**src/rtl/axi_pkg.sv**
```systemverilog
// ---------------------------------------------------------------------------
// axi_pkg
// Shared AXI-lite definitions for the memory-side interconnect:
//   - AXI response codes
//   - read-arbiter FSM state encoding
//   - master identifiers used as the arbiter's owner / last-grant bit
// ---------------------------------------------------------------------------
package axi_pkg;

    localparam logic [1:0] AXI_RESP_OKAY   = 2'b00;
    localparam logic [1:0] AXI_RESP_EXOKAY = 2'b01;
    localparam logic [1:0] AXI_RESP_SLVERR = 2'b10;
    localparam logic [1:0] AXI_RESP_DECERR = 2'b11;

    typedef enum logic [1:0] {
        ARB_IDLE = 2'd0,
        ARB_AR   = 2'd1,
        ARB_R    = 2'd2
    } arb_state_e;

    localparam logic MST_IFU = 1'b0;
    localparam logic MST_LSU = 1'b1;

endpackage

```
**src/rtl/rr_arbiter2.sv**
```systemverilog
// ---------------------------------------------------------------------------
// rr_arbiter2
// Two-requester round-robin picker.
//   clk, rst    : clock / synchronous active-low reset
//   req[1:0]    : request vector, bit 0 = IFU, bit 1 = LSU
//   update_en   : record update_id as the most recent grant
//   update_id   : master that has just been granted
//   grant_id    : combinational pick for the current request vector
// After reset the last grant is the IFU, so the LSU wins the first tie.
// ---------------------------------------------------------------------------
module rr_arbiter2
    import axi_pkg::*;
(
    input  logic       clk,
    input  logic       rst,
    input  logic [1:0] req,
    input  logic       update_en,
    input  logic       update_id,
    output logic       grant_id
);

    logic last_grant_q;
    logic last_grant_d;

    always_comb begin
        last_grant_d = last_grant_q;
        if (update_en) begin
            last_grant_d = update_id;
        end
    end

    // Tie goes to whoever did not win last; a lone requester always wins.
    always_comb begin
        grant_id = MST_IFU;
        if (req == 2'b11) begin
            grant_id = ~last_grant_q;
        end else if (req[1]) begin
            grant_id = MST_LSU;
        end
    end

    always_ff @(posedge clk) begin
        if (!rst) begin
            last_grant_q <= MST_IFU;
        end else begin
            last_grant_q <= last_grant_d;
        end
    end

endmodule

```
**src/rtl/axi_lite_rd_arbiter.sv**
```systemverilog
// ---------------------------------------------------------------------------
// axi_lite_rd_arbiter
// Serialises IFU and LSU AXI-lite reads onto the single RAM read port.
// One transaction is outstanding at a time; ties alternate round-robin.
//   clk, rst               : clock / synchronous active-low reset
//   ifu_ar*, ifu_r*        : IFU read address / data channels
//   lsu_ar*, lsu_r*        : LSU read address / data channels
//   ram_ar*, ram_r*        : RAM read address / data channels
//   busy                   : high whenever the FSM is not idle
// All forwarding is combinational from state/owner; the arbiter never
// latches address or data.
// ---------------------------------------------------------------------------
module axi_lite_rd_arbiter
    import axi_pkg::*;
#(
    parameter int ADDR_W = 32,
    parameter int DATA_W = 64
) (
    input  logic              clk,
    input  logic              rst,
    input  logic              ifu_arvalid,
    input  logic [ADDR_W-1:0] ifu_araddr,
    output logic              ifu_arready,
    output logic              ifu_rvalid,
    output logic [DATA_W-1:0] ifu_rdata,
    output logic [1:0]        ifu_rresp,
    input  logic              ifu_rready,
    input  logic              lsu_arvalid,
    input  logic [ADDR_W-1:0] lsu_araddr,
    output logic              lsu_arready,
    output logic              lsu_rvalid,
    output logic [DATA_W-1:0] lsu_rdata,
    output logic [1:0]        lsu_rresp,
    input  logic              lsu_rready,
    output logic              ram_arvalid,
    output logic [ADDR_W-1:0] ram_araddr,
    input  logic              ram_arready,
    input  logic              ram_rvalid,
    input  logic [DATA_W-1:0] ram_rdata,
    input  logic [1:0]        ram_rresp,
    output logic              ram_rready,
    output logic              busy
);

    arb_state_e state_q, state_d;
    logic       owner_q, owner_d;

    logic       grant_id;
    logic       owner_arvalid;
    logic       ar_hs;

    assign owner_arvalid = (owner_q == MST_LSU) ? lsu_arvalid : ifu_arvalid;
    // Address handshake: the only event that records a grant.
    assign ar_hs         = (state_q == ARB_AR) && owner_arvalid && ram_arready;

    rr_arbiter2 u_rr (
        .clk       (clk),
        .rst       (rst),
        .req       ({lsu_arvalid, ifu_arvalid}),
        .update_en (ar_hs),
        .update_id (owner_q),
        .grant_id  (grant_id)
    );

    always_comb begin
        state_d     = state_q;
        owner_d     = owner_q;
        ifu_arready = 1'b0;
        ifu_rvalid  = 1'b0;
        ifu_rdata   = '0;
        ifu_rresp   = AXI_RESP_OKAY;
        lsu_arready = 1'b0;
        lsu_rvalid  = 1'b0;
        lsu_rdata   = '0;
        lsu_rresp   = AXI_RESP_OKAY;
        ram_arvalid = 1'b0;
        ram_araddr  = '0;
        ram_rready  = 1'b0;

        unique case (state_q)
            ARB_IDLE: begin
                if (ifu_arvalid || lsu_arvalid) begin
                    owner_d = grant_id;
                    state_d = ARB_AR;
                end
            end

            ARB_AR: begin
                ram_arvalid = owner_arvalid;
                if (owner_q == MST_LSU) begin
                    ram_araddr  = lsu_araddr;
                    lsu_arready = ram_arready;
                end else begin
                    ram_araddr  = ifu_araddr;
                    ifu_arready = ram_arready;
                end
                if (ar_hs) begin
                    state_d = ARB_R;
                end else if (!owner_arvalid) begin
                    // Owner withdrew its request: abandon without a grant.
                    state_d = ARB_IDLE;
                end
            end

            ARB_R: begin
                if (owner_q == MST_LSU) begin
                    lsu_rvalid = ram_rvalid;
                    lsu_rdata  = ram_rdata;
                    lsu_rresp  = ram_rresp;
                    ram_rready = lsu_rready;
                end else begin
                    ifu_rvalid = ram_rvalid;
                    ifu_rdata  = ram_rdata;
                    ifu_rresp  = ram_rresp;
                    ram_rready = ifu_rready;
                end
                if (ram_rvalid && ram_rready) begin
                    state_d = ARB_IDLE;
                end
            end

            default: begin
                state_d = ARB_IDLE;
            end
        endcase
    end

    assign busy = (state_q != ARB_IDLE);

    always_ff @(posedge clk) begin
        if (!rst) begin
            state_q <= ARB_IDLE;
            owner_q <= MST_IFU;
        end else begin
            state_q <= state_d;
            owner_q <= owner_d;
        end
    end

    // Safety invariants.
    always_ff @(posedge clk) begin
        if (rst) begin
            assert (!(ifu_arready && lsu_arready));
            assert (!(ifu_rvalid && lsu_rvalid));
            assert (!ram_arvalid || (state_q == ARB_AR));
            assert (!ram_rready || (state_q == ARB_R));
        end
    end

endmodule

```
**config.mk**
```make
export PLATFORM = sky130hd
export DESIGN_NAME = axi_lite_rd_arbiter
export DESIGN_NICKNAME = d
export VERILOG_FILES = /design/src/rtl/axi_pkg.sv /design/src/rtl/rr_arbiter2.sv /design/src/rtl/axi_lite_rd_arbiter.sv
export SDC_FILE = /design/constraint.sdc
export NUM_CORES = 1
export LEC_CHECK = 0
export ABC_AREA = 1
export BUFFER_PORTS_ARGS = -buffer_cell sky130_fd_sc_hd__buf_2
export CORE_AREA = 8 8 113 115
export DETAILED_ROUTE_END_ITERATION = 8
export DIE_AREA = 0 0 121 123
export MAX_ROUTING_LAYER = met4
export PLACE_DENSITY = 0.5
export SLEW_MARGIN = 20
export SYNTH_ARGS = -nofsm -noshare
export SYNTH_HDL_FRONTEND = slang
export SYNTH_SLANG_ARGS = --single-unit
```
**constraint.sdc**
```tcl
create_clock -name clk -period 2.66 [get_ports clk]
set_input_delay 0.399 -clock clk [delete_from_list [all_inputs] [get_ports clk]]
set_output_delay 0.399 -clock clk [all_outputs]
set_load 0.01 [all_outputs]
```
==> metrics.cfg <==
[floorplanning]
die_h_um = 123
core_um2 = 11100
dieArea_um2 = 14900
start_util_pct = 14.2
die_x_um = 121
pin_count = 309
num_rows = 39

[global_route]
grt_max_degree = 68
grt_pass1_vias = 2986
grt_pass1_wl_mm = 15.6
track_usage_pct = 13.1
grt-ovfl-total = 0
antenna_found_initial = 0

[clocking]
cts_tree = yes
clockBufferDepth = 2
cts_max_level = 1
cts_resized = 0
clock_latency_ns = 0.22
cts_hold_buffers = 0
cts_setup_buffers = 0
root_buffer = clkbuf_16
clkSinkCount = 4
path_clk_slew_ns = 0.03
cts_made_buffers = 3

[cells_and_area]
layout_common_cells = buf_2 (308), nor2_1 (138), nand2_1 (76)
areaGrowthSynthToFinish_pct = 106
final_common_cell = buf_2
drive_gt1_share_pct = 49.4
nets = 796
antenna_cells = 0

[place]
place_hpwl_mm = 9.47
place_congestion = 0.787
io_buffer_count = 308
pre_cts_ws_ns = 0.792

[timing]
worst_slew_pin_slew_ns = 0.676
rsz0062_at_grt = false
worst_clock_skew_ns = 0.000427
hold_slack_ns = 0.414
hold_viol_final = 0
finalCriticalPeriod_ns = 2.06
fin_crit_sh_pct = 77.4
setup_viol = 0
tns_ns = 0
clock.fmax_mhz = 486
relSlewSlack_pct = 54.9
maxSlewViolCount = 0
fin_ws_ns = 0.601

[drt]
wl_met1_mm = 4.30
dr_wl_met2_mm = 5.63
wl_per_cell_um = 13.7
wirelength_mm = 11.0
vias_per_cell = 3.89
drt_iter0_drc = 120
ant_nets = 0
first_pass_iters = 4
drc = 0
wl_met3_um = 979
num_vias = 3106
top_layer = met4

[yosys]
synth.avg_cell_area_um2 = 4.35
ys.warnings.count = 0
synth_area_um2 = 1580
synthCells = 363
ys_seq_area_share_pct = 5.08
synth_seq_cells = 4
ys_types = 16
syn_nets = 501

[worst_setup_path]
end_kind = output port
worstPathMaxFanout = 35
critPathKind = flop to output port
start_kind = flop
arrival_ns = 1.66
critPathRequiredTime_ns = 2.26

[job]
maxCapViolCount = 0

[power_and_ir_drop]
cellLeakagePower_nw = 2.51
p_per_area_nw_per_um2 = 210
ir_worst_vdd_uv = 133

[outcome]
outcome = completed

[hold_path]
hp-class = primary input to flop

-- cell type report --
class,instances,area [um2]
repair buffers,314,1590
flip-flops and latches,4,80.1
fillers,1311,7820
inverters,75,282
well taps,143,179
multi-input cells,260,1050
clock buffers,3,75.1
-- cell usage after synthesis, drive strengths merged --
cell type  count  share of area [%]
nand2         78                 19
inv           75                 18
nand3          3               0.95
nor2         139                 34
buf           17                9.1
and2           1               0.40
a21oi         36                 12
nor3           2               0.63
clkbuf         7                1.7
dfxtp          4                5.1
o21ai          1               0.32
-- worst max-delay path, stage by stage, from the launching register on --
cell     delay [ns]
dfxtp_1        0.38
inv_1          0.05
nor2_1         0.20
inv_2          0.29
a21oi_1        0.31
buf_2          0.19
-- sequential cells by signal (all words and copies together), names as in the netlist --
register           count
state_q                2
owner_q                1
u_rr.last_grant_q      1
-- metal layers --
metal  vias up  global-route usage (%)
met5         -                       -
met2       177                    23.8
met4         0                    1.64
met3         7                    2.97
li1       1620                       -
met1      1302                    14.8
-- logic make-up after synthesis --
kind of cell	synth area share (%)
AOI/OAI and AO/OA	12.2
buffers and inverters	28.6
and+or+nand+nor	54.1
DFF	5.08
-- where the power goes --
part | internal, W | leakage (nW) | switching, W
registers | 0.0000649 | 0.0329 | 0.00000383
clock network | 0.000192 | 0.0370 | 0.0000416
logic | 0.000160 | 2.44 | 0.000219
-- metrics by stage --
step	cell area, um2	power, W	util [%]	instances
6_report	3250	0.000682	29.4	799
5_1_grt	3250	0.000741	29.4	799
4_1_cts	3250	0.000696	29.4	799
3_5_place_dp	3180	0.000455	28.7	796
3_3_place_gp	3180	0.000458	28.7	796
2_1_floorplan	1580	0.000268	-	363
-- final timing paths --
kind	start	end	slack (ns)	depth (start not counted)
min	rst	u_rr.last_grant_q	0.41	3
max reg2reg	owner_q	u_rr.last_grant_q	1.24	7
min reg2reg	u_rr.last_grant_q	u_rr.last_grant_q	0.52	4
max	state_q[0]	ram_araddr[0]	0.60	5
(Power assumes the default switching activity.)
